--- config.mk ---
export PLATFORM = sky130hd
export DESIGN_NAME = bamse_irq_ctrl_flat
export DESIGN_NICKNAME = d
export VERILOG_FILES = /design/src/rtl/bamse_irq_ctrl_pkg.sv /design/src/rtl/bamse_irq_ctrl_if.sv /design/src/rtl/bamse_irq_debounce.sv /design/src/rtl/bamse_irq_ctrl.sv /design/src/flat_wrapper.sv
export SDC_FILE = /design/constraint.sdc
export NUM_CORES = 1
export LEC_CHECK = 0
export BUFFER_PORTS_ARGS = -buffer_cell sky130_fd_sc_hd__buf_2
export CORE_MARGIN = 2
export CORE_UTILIZATION = 50
export CTS_CLUSTER_SIZE = 20
export DETAILED_ROUTE_END_ITERATION = 7
export PLACE_DENSITY = 0.81
export SLEW_MARGIN = 20
export SYNTH_ARGS = -nofsm -noshare
export SYNTH_HDL_FRONTEND = slang
export SYNTH_HIERARCHICAL = 1
export SYNTH_SLANG_ARGS = --single-unit
--- constraint.sdc ---
create_clock -name clk -period 1.65 [get_ports clk]
set_input_delay 0.165 -clock clk [delete_from_list [all_inputs] [get_ports clk]]
set_output_delay 0.165 -clock clk [all_outputs]
set_load 0.01 [all_outputs]
--- src/rtl/bamse_irq_ctrl_pkg.sv ---
// bamse_irq_ctrl_pkg
//   Shared definitions for the bamse interrupt controller: register offsets,
//   FSM state encoding, VECTOR register layout and the fixed-priority encoder.
//   No ports; imported by the controller and its sub-modules.
package bamse_irq_ctrl_pkg;

    // Register offsets relative to BASE_ADDR.
    localparam logic [1:0] IRQ_STATUS = 2'd0;
    localparam logic [1:0] IRQ_ENABLE = 2'd1;
    localparam logic [1:0] IRQ_CLEAR  = 2'd2;
    localparam logic [1:0] IRQ_VECTOR = 2'd3;

    // VECTOR = {valid, 4'b0, id[2:0]}.
    localparam int         VEC_VALID_BIT = 7;
    localparam logic [7:0] VEC_EMPTY     = 8'h07;  // ack with nothing to serve

    typedef enum logic [1:0] {
        S_IDLE = 2'd0,
        S_REQ  = 2'd1,
        S_SVC  = 2'd2
    } irq_state_e;

    typedef struct packed {
        logic       found;
        logic [2:0] id;
    } prio_t;

    // Lowest set bit wins: index 0 is the highest priority.
    function automatic prio_t prio_lowest(input logic [7:0] req);
        prio_t r;
        r.found = 1'b0;
        r.id    = 3'd7;
        for (int i = 7; i >= 0; i--) begin
            if (req[i]) begin
                r.found = 1'b1;
                r.id    = 3'(i);
            end
        end
        return r;
    endfunction

endpackage

--- src/rtl/bamse_irq_ctrl_if.sv ---
// bamse_irq_ctrl_if
//   PacoBlaze3 I/O port bus plus the interrupt/interrupt_ack pair.
//   master : the pblaze side (drives port_id, strobes, out_port, interrupt_ack)
//   slave  : the interrupt controller (drives in_port, interrupt)
interface bamse_irq_ctrl_if;
    logic [7:0] port_id;
    logic       write_strobe;
    logic       read_strobe;
    logic [7:0] out_port;
    logic [7:0] in_port;
    logic       interrupt;
    logic       interrupt_ack;

    modport master (
        output port_id, write_strobe, read_strobe, out_port, interrupt_ack,
        input  in_port, interrupt
    );

    modport slave (
        input  port_id, write_strobe, read_strobe, out_port, interrupt_ack,
        output in_port, interrupt
    );
endinterface

--- src/rtl/bamse_irq_debounce.sv ---
// bamse_irq_debounce
//   One-source debounce filter, compiled only when IRQ_DEBOUNCE_EN is defined.
//   The output level follows din only after din has differed from it for
//   DB_CYCLES consecutive cycles; any bounce restarts the count.
//   Ports: clk, rst (sync, active-high), din (synchronized level), dout (filtered).
`ifdef IRQ_DEBOUNCE_EN
module bamse_irq_debounce #(
    parameter int DB_CYCLES = 32000
) (
    input  logic clk,
    input  logic rst,
    input  logic din,
    output logic dout
);
    localparam int             CW       = $clog2(DB_CYCLES + 1);
    localparam logic [CW-1:0]  CNT_LAST = CW'(DB_CYCLES - 1);

    logic [CW-1:0] cnt_q, cnt_d;
    logic          lvl_q, lvl_d;

    always_comb begin
        cnt_d = '0;
        lvl_d = lvl_q;
        if (din != lvl_q) begin
            // The DB_CYCLES-th consecutive differing cycle commits the new level.
            if (cnt_q == CNT_LAST) lvl_d = din;
            else                   cnt_d = cnt_q + CW'(1);
        end
    end

    always_ff @(posedge clk) begin
        if (rst) begin
            cnt_q <= '0;
            lvl_q <= 1'b0;
        end else begin
            cnt_q <= cnt_d;
            lvl_q <= lvl_d;
        end
    end

    assign dout = lvl_q;
endmodule
`endif

--- src/rtl/bamse_irq_ctrl.sv ---
// bamse_irq_ctrl
//   Interrupt controller for the bamse PacoBlaze3 SoC. Up to 8 asynchronous
//   sources are synchronized, edge-detected into pending bits and arbitrated
//   (fixed priority, index 0 highest) onto the pblaze interrupt/ack pair.
//   Registers at BASE_ADDR+0..3: STATUS (RO), ENABLE (RW), CLEAR (W1C),
//   VECTOR (RO, write = EOI).
//   Ports: clk, rst (sync, active-high), irq_src[N_SRC] (async sources),
//          bus (bamse_irq_ctrl_if.slave: pblaze port bus + interrupt/ack).
//   Option: define IRQ_DEBOUNCE_EN to insert a bamse_irq_debounce filter per
//           source between the synchronizer and the edge detector.
module bamse_irq_ctrl
    import bamse_irq_ctrl_pkg::*;
#(
    parameter int         N_SRC     = 3,
    parameter logic [7:0] BASE_ADDR = 8'h10,
    parameter int         DB_CYCLES = 32000
) (
    input  logic              clk,
    input  logic              rst,
    input  logic [N_SRC-1:0]  irq_src,
    bamse_irq_ctrl_if.slave   bus
);
    logic [N_SRC-1:0] sync1_q, sync1_d;
    logic [N_SRC-1:0] sync2_q, sync2_d;
    logic [N_SRC-1:0] level;
    logic [N_SRC-1:0] level_q, level_d;
    logic [N_SRC-1:0] edge_q, edge_d;
    logic [N_SRC-1:0] pending_q, pending_d;
    logic [N_SRC-1:0] enable_q, enable_d;
    logic [N_SRC-1:0] clr_wr, clr_ack;
    logic [7:0]       vector_q;
    logic             irq_q;
    irq_state_e       state_q;

    logic [7:0] offs;
    logic       hit, wr;
    logic [1:0] reg_sel;
    logic       ack_take, eoi;
    prio_t      prio;
    logic [7:0] rdata;
    logic       unused_ok;

    // Subtract-and-compare decode works for any BASE_ADDR, aligned or not.
    assign offs    = bus.port_id - BASE_ADDR;
    assign hit     = (offs < 8'd4);
    assign reg_sel = offs[1:0];
    assign wr      = bus.write_strobe & hit;

    assign ack_take = bus.interrupt_ack && (state_q == S_REQ);
    assign eoi      = wr && (reg_sel == IRQ_VECTOR) && (state_q == S_SVC);
    assign prio     = prio_lowest(8'(pending_q & enable_q));

`ifdef IRQ_DEBOUNCE_EN
    for (genvar i = 0; i < N_SRC; i++) begin : g_db
        bamse_irq_debounce #(.DB_CYCLES(DB_CYCLES)) u_db (
            .clk  (clk),
            .rst  (rst),
            .din  (sync2_q[i]),
            .dout (level[i])
        );
    end
    assign unused_ok = ^{bus.read_strobe, bus.out_port};
`else
    assign level     = sync2_q;
    assign unused_ok = ^{bus.read_strobe, bus.out_port, 32'(DB_CYCLES)};
`endif

    always_comb begin
        // NOTE: every always_comb output gets a default first so no path leaves it unassigned (no latch).
        sync1_d  = irq_src;
        sync2_d  = sync1_q;
        level_d  = level;
        edge_d   = level & ~level_q;
        enable_d = enable_q;
        clr_wr   = '0;
        clr_ack  = '0;
        if (wr && reg_sel == IRQ_ENABLE) enable_d = bus.out_port[N_SRC-1:0];
        if (wr && reg_sel == IRQ_CLEAR)  clr_wr   = bus.out_port[N_SRC-1:0];
        if (ack_take && prio.found)      clr_ack  = N_SRC'(1) << prio.id;
        // New edges are OR-ed in after clearing, so a same-cycle set wins.
        pending_d = (pending_q & ~(clr_wr | clr_ack)) | edge_q;
    end

    always_comb begin
        rdata = 8'h00;
        if (hit) begin
            case (reg_sel)
                IRQ_STATUS: rdata = 8'(pending_q);
                IRQ_ENABLE: rdata = 8'(enable_q);
                IRQ_VECTOR: rdata = vector_q;
                default:    rdata = 8'h00;
            endcase
        end
    end

    always_ff @(posedge clk) begin
        // NOTE: sequential state uses non-blocking (<=) so every flop samples pre-edge values.
        if (rst) begin
            sync1_q   <= '0;
            sync2_q   <= '0;
            level_q   <= '0;
            edge_q    <= '0;
            pending_q <= '0;
            enable_q  <= '0;
        end else begin
            sync1_q   <= sync1_d;
            sync2_q   <= sync2_d;
            level_q   <= level_d;
            edge_q    <= edge_d;
            pending_q <= pending_d;
            enable_q  <= enable_d;
        end
    end

    always_ff @(posedge clk) begin
        if (rst) begin
            state_q  <= S_IDLE;
            irq_q    <= 1'b0;
            vector_q <= 8'h00;
        end else begin
            case (state_q)
                S_IDLE: begin
                    if (|(pending_q & enable_q)) begin
                        state_q <= S_REQ;
                        irq_q   <= 1'b1;
                    end
                end
                S_REQ: begin
                    // The request is held until ack even if the masked set empties.
                    if (bus.interrupt_ack) begin
                        state_q  <= S_SVC;
                        irq_q    <= 1'b0;
                        vector_q <= prio.found ? {1'b1, 4'b0000, prio.id} : VEC_EMPTY;
                    end
                end
                S_SVC: begin
                    if (eoi) begin
                        state_q                 <= S_IDLE;
                        vector_q[VEC_VALID_BIT] <= 1'b0;
                    end
                end
                default: begin
                    state_q <= S_IDLE;
                    irq_q   <= 1'b0;
                end
            endcase
        end
    end

    assign bus.in_port   = rdata;
    assign bus.interrupt = irq_q;
endmodule

--- src/flat_wrapper.sv ---
// flat-port wrapper written by rule: the top's interface ports become plain ports
module bamse_irq_ctrl_flat import bamse_irq_ctrl_pkg::*;
#(
    parameter int         N_SRC     = 3,
    parameter logic [7:0] BASE_ADDR = 8'h10,
    parameter int         DB_CYCLES = 32000
)
  (clk, rst, irq_src, bus_port_id, bus_write_strobe, bus_read_strobe, bus_out_port, bus_interrupt_ack, bus_in_port, bus_interrupt);
  bamse_irq_ctrl_if bus_i ();
  input  logic clk;
  input  logic rst;
  input  logic [N_SRC-1:0] irq_src;
  input wire logic [$bits(bus_i.port_id)-1:0] bus_port_id;
  input wire logic [$bits(bus_i.write_strobe)-1:0] bus_write_strobe;
  input wire logic [$bits(bus_i.read_strobe)-1:0] bus_read_strobe;
  input wire logic [$bits(bus_i.out_port)-1:0] bus_out_port;
  input wire logic [$bits(bus_i.interrupt_ack)-1:0] bus_interrupt_ack;
  output wire logic [$bits(bus_i.in_port)-1:0] bus_in_port;
  output wire logic [$bits(bus_i.interrupt)-1:0] bus_interrupt;
  assign bus_i.port_id = bus_port_id;
  assign bus_i.write_strobe = bus_write_strobe;
  assign bus_i.read_strobe = bus_read_strobe;
  assign bus_i.out_port = bus_out_port;
  assign bus_i.interrupt_ack = bus_interrupt_ack;
  assign bus_in_port = bus_i.in_port;
  assign bus_interrupt = bus_i.interrupt;
  bamse_irq_ctrl #(.N_SRC(N_SRC), .BASE_ADDR(BASE_ADDR), .DB_CYCLES(DB_CYCLES)) u_core (.clk(clk), .rst(rst), .irq_src(irq_src), .bus(bus_i));
endmodule
==> impl_metrics.toml, run 1 <==
[status]
outcome = "completed"

[cells_and_area]
stdcell_area_um2 = 1270
antenna_cells = 0
drive_gt1_share_pct = 20.8
final_core_util_pct = 58.7
fin_nets = 169
area_growth_pct = 12.6

[detailed_routing]
drc_errors = 0
postRouteAntennaNets = 0
first_pass_iters = 6
vias_per_cell = 5.48
vias = 942
wirelength_mm = 2.16
wl_per_cell_um = 12.6
first_iter_violations = 39

[pwr]
leakage_nw = 0.499
p_comb_share_pct = 8.7
p_int_mw = 0.743
clockPowerShare_pct = 27.1
p_sw_share_pct = 23.3
cellPowerDensity_nw_per_um2 = 760
seq_power_share_pct = 64.3
switching_power_mw = 0.225
ir_drop_mv = 0.591

[floorplanning]
rows = 17
die_area_um2 = 2660
start_util_pct = 52.1
die_w_um = 51.6
io_pins = 33
coreArea_um2 = 2170
die_y_um = 51.6

[worst_hold_path]
hp-class = "input port to register"
whs_path_depth = 2

[global_routing]
grt_first_pass_wirelength_mm = 3.51
grt.total_usage_pct = 17.6
first_global_vias = 807
grt_start_max_net_pins = 21
grt_antenna_before_repair = 0
grt_overflow = 0

[clock_network]
cts.sinks = 25
cts.hold.buffers_added = 0
clk_latency_ns = 0.31
cts_resized = 0
clk_pin_slew_ns = 0.13
cts_tree = "done"
clockBufferDepth = 2
postCtsSetupBuffers = 0
clock-root-buffer = "clkbuf_4"
htreeDepth = 1
cts_made_buffers = 3

[logic_synthesis]
syn_avg_cell_area_um2 = 9.20
synth_top_area_share_pct = 44.2
synth_top_area_cell = "dfxtp_1"
yosysMostFrequentCell = "dfxtp_1"
synth.yosys.warnings = 6
ys_types = 37
synthCells = 123
ys_seq_area_share_pct = 44.2
synth-seq-cells = 25
synth_common_cells = "dfxtp_1, nor2b_1, a21oi_1"
synth-edff-count = 0
async_flop_share_pct = 0
synth-main-ff-cell = "dfxtp_1"
syn_area_um2 = 1130
synth.area.top_cells = "dfxtp_1, nor2b_1, a21oi_1"

[timing]
maxSlewViolCount = 0
fmax_mhz = 692
rsz0062_at_grt = "false"
finalCritPeriodShare_pct = 87.6
final_hold_viol_count = 0
slew_headroom_pct = 59.6
fin_crit_ns = 1.45
clock_skew_ns = 0.00398
setup_viol = 0
finalSetupTns_ns = 0
hold_ws_ns = 0.0523
worst_pin_slew_ns = 0.605

[placement]
gp_congestion = 0.834
portBuffers = 22
place_area_um2 = 1250
hpwl_mm = 1.58

[setup_path]
startpoint_type = "register"
r2r_cells = 3
r2r_slack_ns = 0.27
path_max_fanout = 6
crit_required_ns = 1.48
cp-end-kind = "primary output"
worstSetupPathType = "register to primary output"
cp.arrival_ns = 1.28

[run]
cap_violations = 0
[cells in the final DEF (no fill, tap or decap), types with 2 or more instances in the layout]
cell type	Yosys	layout
inv_1	5	5
a311o_1	2	2
o31ai_1	3	3
o21a_1	3	3
buf_2	3	22
a21oi_1	8	8
nor2_1	6	6
nand3_1	5	5
nor2b_1	12	12
conb_1	1	4
buf_4	4	2
mux2i_1	3	3
dfxtp_1	25	25
nand4_1	4	4
o2bb2ai_1	3	3
nand4b_1	3	3
clkbuf_4	0	3
nand3b_1	2	2
nand2_1	7	7
nor3_1	4	4
and3b_1	2	2
[worst paths after layout]
path	startpoint	endpoint
worst max-delay path	u_core/enable_q[1]$_SDFFE_PP0P_	bus_in_port[1]
worst min-delay path	irq_src[2]	u_core/sync1_q[2]$_SDFF_PP0_
worst max register to register	u_core/enable_q[2]$_SDFFE_PP0P_	u_core/vector_q[7]$_SDFFE_PP0P_
worst min register to register	u_core/level_q[0]$_SDFF_PP0_	u_core/edge_q[0]$_SDFF_PP0_
[state kept, by name (all words and copies together), names as in the netlist]
register	count
u_core/enable_q	3
u_core/vector_q	4
u_core/sync1_q	3
u_core/edge_q	3
u_core/bus.interrupt	1
u_core/level	3
u_core/pending_q	3
u_core/level_q	3
u_core/state_q	2
[metal layers]
| metal | wire length (um) | track usage, % | share of wire [%] | vias to the layer above |
|---|---|---|---|---|
| li1 | - | - | - | 483 |
| met1 | 967 | 23.0 | 45 | 417 |
| met2 | 1010 | 27.1 | 47 | 38 |
| met3 | 151 | 2.87 | 7.0 | 4 |
| met4 | 36 | 10.5 | 1.7 | 0 |
| met5 | 0 | 0 | 0 | - |
[cells by family (layout without fill, tap and decap cells)]
group / after synthesis / after routing / share of synthesized area (%)
simple gates: 51 / 51 / 27.9
compound gates: 28 / 28 / 18.3
flops: 25 / 25 / 44.2
buf+inv: 15 / 33 / 6.64
mux: 3 / 3 / 2.65
other cells: 1 / 4 / 0.332
[layout make-up]
class	instances	area [um2]
Clock buffer	3	22.5
Timing Repair Buffer	24	125
Clock inverter	1	5.00
Multi-Input combinational cell	86	567
Inverter	5	18.8
Tap cell	28	35.0
Sequential cell	25	500
Fill cell	198	896
[stage by stage]
| step | setup slack, ns | cells | total power, mW |
|---|---|---|---|
| finish | 0.205 | 172 | 0.968 |
| global route | 0.114 | 172 | 1.01 |
| CTS | 0.214 | 172 | 0.977 |
| detailed placement | 0.215 | 168 | 0.719 |
| global placement | 0.227 | 168 | 0.715 |
| floorplan | 0.418 | 126 | 0.689 |
[critical path: stages (launching register included)]
cell and delay, ns:
dfxtp_1 0.45, mux2i_1 0.13, o21a_1 0.18, nor2_1 0.07
buf_2 0.14
[power groups by stage]
stage	clock network, mW	logic [mW]	registers, mW
5_1_grt	0.296	0.0929	0.624
4_1_cts	0.271	0.0838	0.622
3_5_place_dp	0	0.0832	0.636
6_report	0.262	0.0839	0.622
2_1_floorplan	0	0.0546	0.634
3_3_place_gp	0	0.0803	0.635
Power figures use the tool's default switching activity.
==> inputs of run 2 (changes only) <==
Settings changed: CELL_PAD_IN_SITES_DETAIL_PLACEMENT from default to 1, CELL_PAD_IN_SITES_GLOBAL_PLACEMENT from default to 1, CORE_UTILIZATION 50 to 37.
Clock period 1.65 ns to 1.6 ns, I/O delays scaled along.
==> run 2 against run 1 <==
Against the previous run: sequential share of layout area shrank 0.65 points; final cell count grew 4.1%; clock skew is essentially flat; clock-buffer cell count is the same; global-route usage shrank 1.7 points; non-clock buffer count grew 2; register-to-register slack lost 0.11 ns; clock power grew 2%; critical path type unchanged; highest routed layer unchanged.
==> impl_metrics.toml, run 2 (same netlist as run 1, synthesis figures left out) <==
[pwr]
p_comb_share_pct = 8.8
ir_drop_mv = 0.436
cellPowerDensity_nw_per_um2 = 770
p_int_mw = 0.766
switching_power_mw = 0.230
clockPowerShare_pct = 26.8
p_sw_share_pct = 23.1
seq_power_share_pct = 64.4
leakage_nw = 0.510

[clock_network]
cts_made_buffers = 3
cts.sinks = 25
cts.hold.buffers_added = 0
cts_resized = 0
clk_pin_slew_ns = 0.13
postCtsSetupBuffers = 0
clockBufferDepth = 2
htreeDepth = 1
clock-root-buffer = "clkbuf_4"
clk_latency_ns = 0.30
cts_tree = "done"

[timing]
slew_headroom_pct = 57.1
worst_pin_slew_ns = 0.643
clock_skew_ns = 0.00423
maxSlewViolCount = 0
setup_viol = 0
final_hold_viol_count = 0
finalSetupTns_ns = 0
rsz0062_at_grt = "false"
finalCritPeriodShare_pct = 91.2
fin_crit_ns = 1.46
fmax_mhz = 686

[setup_path]
cp-end-kind = "primary output"
path_max_fanout = 5
rr_startpoint = "u_core/pending_q[2]$_SDFF_PP0_"
cp.arrival_ns = 1.30
worstSetupPathType = "register to primary output"
startpoint_type = "register"
r2r_slack_ns = 0.16
worstReg2RegEnd = "u_core/vector_q[7]$_SDFFE_PP0P_"
crit_required_ns = 1.44
r2r_cells = 3

[detailed_routing]
vias_per_cell = 5.42
first_iter_violations = 61
postRouteAntennaNets = 0
vias = 970
wirelength_mm = 2.44
drc_errors = 0
first_pass_iters = 4
wl_per_cell_um = 13.6

[cells_and_area]
stdcell_area_um2 = 1290
layout_commonest_cell = "dfxtp_1"
final-instance-count-excl-fill = 179
largest_reg_flops = 4
regMostFlops = "u_core/vector_q"
layout_common_cells = "dfxtp_1, buf_2, nor2b_1"
fin_nets = 171
drive_gt1_share_pct = 21.9
area_growth_pct = 14.5
antenna_cells = 0

[global_routing]
grt_overflow = 0
grt_start_max_net_pins = 21
grt_first_pass_wirelength_mm = 4.30
grt_antenna_before_repair = 0
grt.total_usage_pct = 15.8
first_global_vias = 966

[worst_hold_path]
holdPathEnd = "u_core/sync1_q[0]$_SDFF_PP0_"
hp-start = "irq_src[0]"
hp-class = "input port to register"
whs_path_depth = 2

[floorplanning]
start_util_pct = 38.0
rows = 20
io_pins = 33
coreArea_um2 = 2980
die_area_um2 = 3520
die_w_um = 59.3
die_y_um = 59.3

[placement]
dp.cells = 175
portBuffers = 22
gp_congestion = 0.814
place_area_um2 = 1270
hpwl_mm = 1.91

[status]
outcome = "completed"

[run]
cap_violations = 0
run 2: cell types whose count changed in the layout (fill, tap and decap cells not counted), sizes merged:
| cell | previous run | this run |
|---|---|---|
| buf | 24 | 26 |
run 2: worst max path at each step:
stage | start | endpoint | slack [ns] | cells past startpoint
floorplan | bus_port_id[5] | u_core/enable_q[0]$_SDFFE_PP0P_ | 0.37 | 4
global placement | bus_port_id[5] | u_core/pending_q[1]$_SDFF_PP0_ | 0.18 | 4
detailed placement | bus_port_id[5] | u_core/pending_q[2]$_SDFF_PP0_ | 0.17 | 4
CTS | u_core/enable_q[1]$_SDFFE_PP0P_ | bus_in_port[1] | 0.11 | 5
global route | u_core/enable_q[1]$_SDFFE_PP0P_ | bus_in_port[1] | 0.04 | 5
finish | u_core/enable_q[1]$_SDFFE_PP0P_ | bus_in_port[1] | 0.14 | 5
run 2: per-layer routing:
metal / share of wire [%] / global-route usage [%] / vias to the layer above
met2: 49 / 26.8 / 25
met3: 4.1 / 2.84 / 2
met5: 0 / 0 / -
met1: 46 / 20.2 / 459
li1: - / - / 484
met4: 0.66 / 5.19 / 0
run 2: power by group through the flow:
stage / clock, mW / sequential, mW / combinational, mW
after floorplan: 0 / 0.654 / 0.0563
after global placement: 0 / 0.655 / 0.0836
after detailed placement: 0 / 0.656 / 0.0874
after CTS: 0.285 / 0.642 / 0.0880
after global routing: 0.326 / 0.644 / 0.0975
final: 0.267 / 0.642 / 0.0877
run 2: worst max-delay path: stages (launching register included):
cell and delay (ns):
dfxtp_1 0.34, buf_4 0.15, mux2i_1 0.19, o21a_1 0.14
nor2_1 0.04, buf_2 0.14
run 2: per-stage QoR:
| stage | setup WS, ns | hold slack [ns] | power [mW] | util, % |
|---|---|---|---|---|
| global route | 0.0426 | 0.0371 | 1.07 | 43.5 |
| CTS | 0.114 | 0.0478 | 1.02 | 43.5 |
| floorplan | 0.373 | 0.239 | 0.710 | - |
| detailed placement | 0.168 | 0.378 | 0.743 | 42.6 |
| global placement | 0.179 | 0.370 | 0.739 | 42.6 |
| finish | 0.141 | 0.0610 | 0.997 | 43.5 |
run 2: cell type report:
type	instances	area (um2)
tap	33	41.3
clock inverter	1	5.00
inverter	5	18.8
multi-input combinational	86	567
sequential	25	500
fill	359	1680
clock buffer	3	22.5
timing repair buffer	26	140
==> inputs of run 3 (changes only) <==
Settings changed: ABC_AREA from default to 1, CORE_UTILIZATION 37 to 35.
==> run 3 against run 2 <==
Against the previous run: core utilization down 2.1 points; synthesized cell count up 22%; clock-buffer cell count up 1; maximum frequency up 11%; global-route usage down 0.58 points; worst hold slack worse by 0.024 ns; first-iteration DRC count down 72%; power up 0.22%; combinational power down 9.8%; clock power up 4%; critical endpoint unchanged; highest routed layer unchanged.
==> impl_metrics.toml, run 3 <==
[status]
outcome = "completed"

[clock_network]
cts_tree = "done"
htreeDepth = 1
postCtsSetupBuffers = 0
cts_resized = 0
clk_pin_slew_ns = 0.13
clockBufferDepth = 2
cts_made_buffers = 3
clk_latency_ns = 0.31
clock-root-buffer = "clkbuf_4"
cts.hold.buffers_added = 0
cts.sinks = 25

[logic_synthesis]
synth_top_area_share_pct = 45.8
synth-edff-count = 0
ys_seq_area_share_pct = 45.8
synth_top_area_cell = "dfxtp_1"
synthCells = 150
syn_avg_cell_area_um2 = 7.28
async_flop_share_pct = 0
syn_area_um2 = 1090
synth.area.top_cells = "dfxtp_1, nand2_1, inv_1"
synth-main-ff-cell = "dfxtp_1"
yosysMostFrequentCell = "nand2_1"
synth.yosys.warnings = 6
synth-seq-cells = 25
ys_types = 22
synth_common_cells = "nand2_1, dfxtp_1, inv_1"

[placement]
hpwl_mm = 1.92
portBuffers = 22
gp_congestion = 0.861

[setup_path]
cp_slowest_cell = "dfxtp_1"
slowest_delay_ns = 0.39
worstSetupPathType = "register to primary output"
cpLargestDelayFamily = "flip-flops"
cp.arrival_ns = 1.15
cp-end-kind = "primary output"
critical_path_buf_inv_count = 1
worstReg2RegEnd = "u_core/pending_q[1]$_SDFF_PP0_"
critical_path_depth = 3
r2r_slack_ns = 0.34
startpoint_type = "register"
path_max_fanout = 3
rr_startpoint = "u_core/state_q[1]$_SDFFE_PP0P_"
crit_required_ns = 1.44
r2r_cells = 8
path_cells = "nand3_1 > a31oi_1 > buf_2"

[detailed_routing]
wl_per_cell_um = 11.6
vias = 994
first_iter_violations = 17
drc_errors = 0
first_pass_iters = 4
wirelength_mm = 2.40
vias_per_cell = 4.83
postRouteAntennaNets = 0

[timing]
fmax_mhz = 761
final_hold_viol_count = 0
finalSetupTns_ns = 0
clock_skew_ns = 0.00653
maxSlewViolCount = 0
fin_crit_ns = 1.31
rsz0062_at_grt = "false"
setup_viol = 0
finalCritPeriodShare_pct = 82.1

[global_routing]
busiest_layer = "met2"
grt_first_pass_wirelength_mm = 4.09
grt.total_usage_pct = 15.3
grt_start_max_net_pins = 23
grt_antenna_before_repair = 0
grt_util_met2_pct = 27.3
first_global_vias = 1028
met1_usage_pct = 15.6
met3_usage_pct = 2.16
grt_overflow = 0

[floorplanning]
start_util_pct = 36.4
die_w_um = 59.9
die_y_um = 59.9
die_area_um2 = 3580
io_pins = 33
coreArea_um2 = 3000
rows = 20

[cells_and_area]
multi_input_area_um2 = 470
area_growth_pct = 13.9
largest_reg_flops = 4
ff_latch_area_um2 = 500
n_fill_cell = 405
drive_gt1_share_pct = 19.1
fin_nets = 198
regMostFlops = "u_core/vector_q"
layout_commonest_cell = "nand2_1"
layout_common_cells = "nand2_1, dfxtp_1, inv_1"
antenna_cells = 0

[worst_hold_path]
hp-start = "irq_src[0]"
hp-class = "input port to register"
holdPathEnd = "u_core/sync1_q[0]$_SDFF_PP0_"
whs_path_depth = 3

[pwr]
power_mw = 0.999
cellPowerDensity_nw_per_um2 = 803
leakage_nw = 0.589
ir_drop_mv = 0.468

[run]
cap_violations = 0
## run 3: cell count changes in the layout (fill, tap and decap cells not counted), moves of 4 or more
| cell | before | now |
|---|---|---|
| nand2_1 | 7 | 28 |
| buf_4 | 4 | 0 |
| inv_1 | 5 | 24 |
| nor2b_1 | 12 | 0 |
| nand3_1 | 5 | 12 |
| nor2_1 | 6 | 23 |
## run 3: metal layers
| metal | vias to the layer above | routed length, um |
|---|---|---|
| met5 | - | 0 |
| met4 | 0 | 81 |
| met3 | 8 | 113 |
| met2 | 30 | 1200 |
| met1 | 456 | 998 |
| li1 | 500 | - |
## run 3: cells by family after synthesis
group / count (synthesis) / share of synthesized area (%)
AND/OR/NAND/NOR: 75 / 32.9
buffers and inverters: 31 / 12.1
flip-flops: 25 / 45.8
AO/OA/AOI/OAI: 18 / 8.82
other: 1 / 0.343
## run 3: cell type report
type	count	area share, %
Clock buffer	4	2.11
Sequential cell	25	40.2
Tap cell	33	3.32
Multi-Input combinational cell	97	37.8
Timing Repair Buffer	22	8.85
Inverter	25	7.65
## run 3: per-stage QoR
stage          util, %  cells  instance area (um2)  setup slack, ns  hold slack (ns)
6_report          41.4    206                 1240            0.286           0.0371
2_1_floorplan        -    153                 1100            0.577            0.237
5_1_grt           41.4    206                 1240            0.171           0.0159
3_5_place_dp      40.5    202                 1220            0.361            0.371
4_1_cts           41.4    206                 1240            0.273           0.0242
3_3_place_gp      40.5    202                 1220            0.415            0.362
## run 3: worst max path at each step
| stage | start | to | slack (ns) |
|---|---|---|---|
| after floorplan | u_core/state_q[1]$_SDFFE_PP0P_ | u_core/pending_q[1]$_SDFF_PP0_ | 0.58 |
| after global placement | u_core/state_q[1]$_SDFFE_PP0P_ | u_core/pending_q[1]$_SDFF_PP0_ | 0.42 |
| after detailed placement | u_core/state_q[1]$_SDFFE_PP0P_ | u_core/pending_q[1]$_SDFF_PP0_ | 0.36 |
| after CTS | u_core/pending_q[1]$_SDFF_PP0_ | bus_in_port[1] | 0.27 |
| after global routing | u_core/pending_q[0]$_SDFF_PP0_ | bus_in_port[0] | 0.17 |
| final | u_core/pending_q[1]$_SDFF_PP0_ | bus_in_port[1] | 0.29 |
## run 3: power by group
| part | switching [mW] | internal (mW) | total [mW] |
|---|---|---|---|
| clock | 0.181 | 0.0974 | 0.278 |
| sequential | 0.00533 | 0.636 | 0.642 |
| combinational | 0.0505 | 0.0286 | 0.0791 |
| total | 0.236 | 0.762 | 0.999 |
## run 3: worst reg2reg max path: cells and delay by family (launching register included)
family	cells	cell delay (ns)
AND/OR/NAND/NOR	5	0.60
flip-flops	1	0.34
buffers and inverters	2	0.14
AO/OA/AOI/OAI	1	0.06
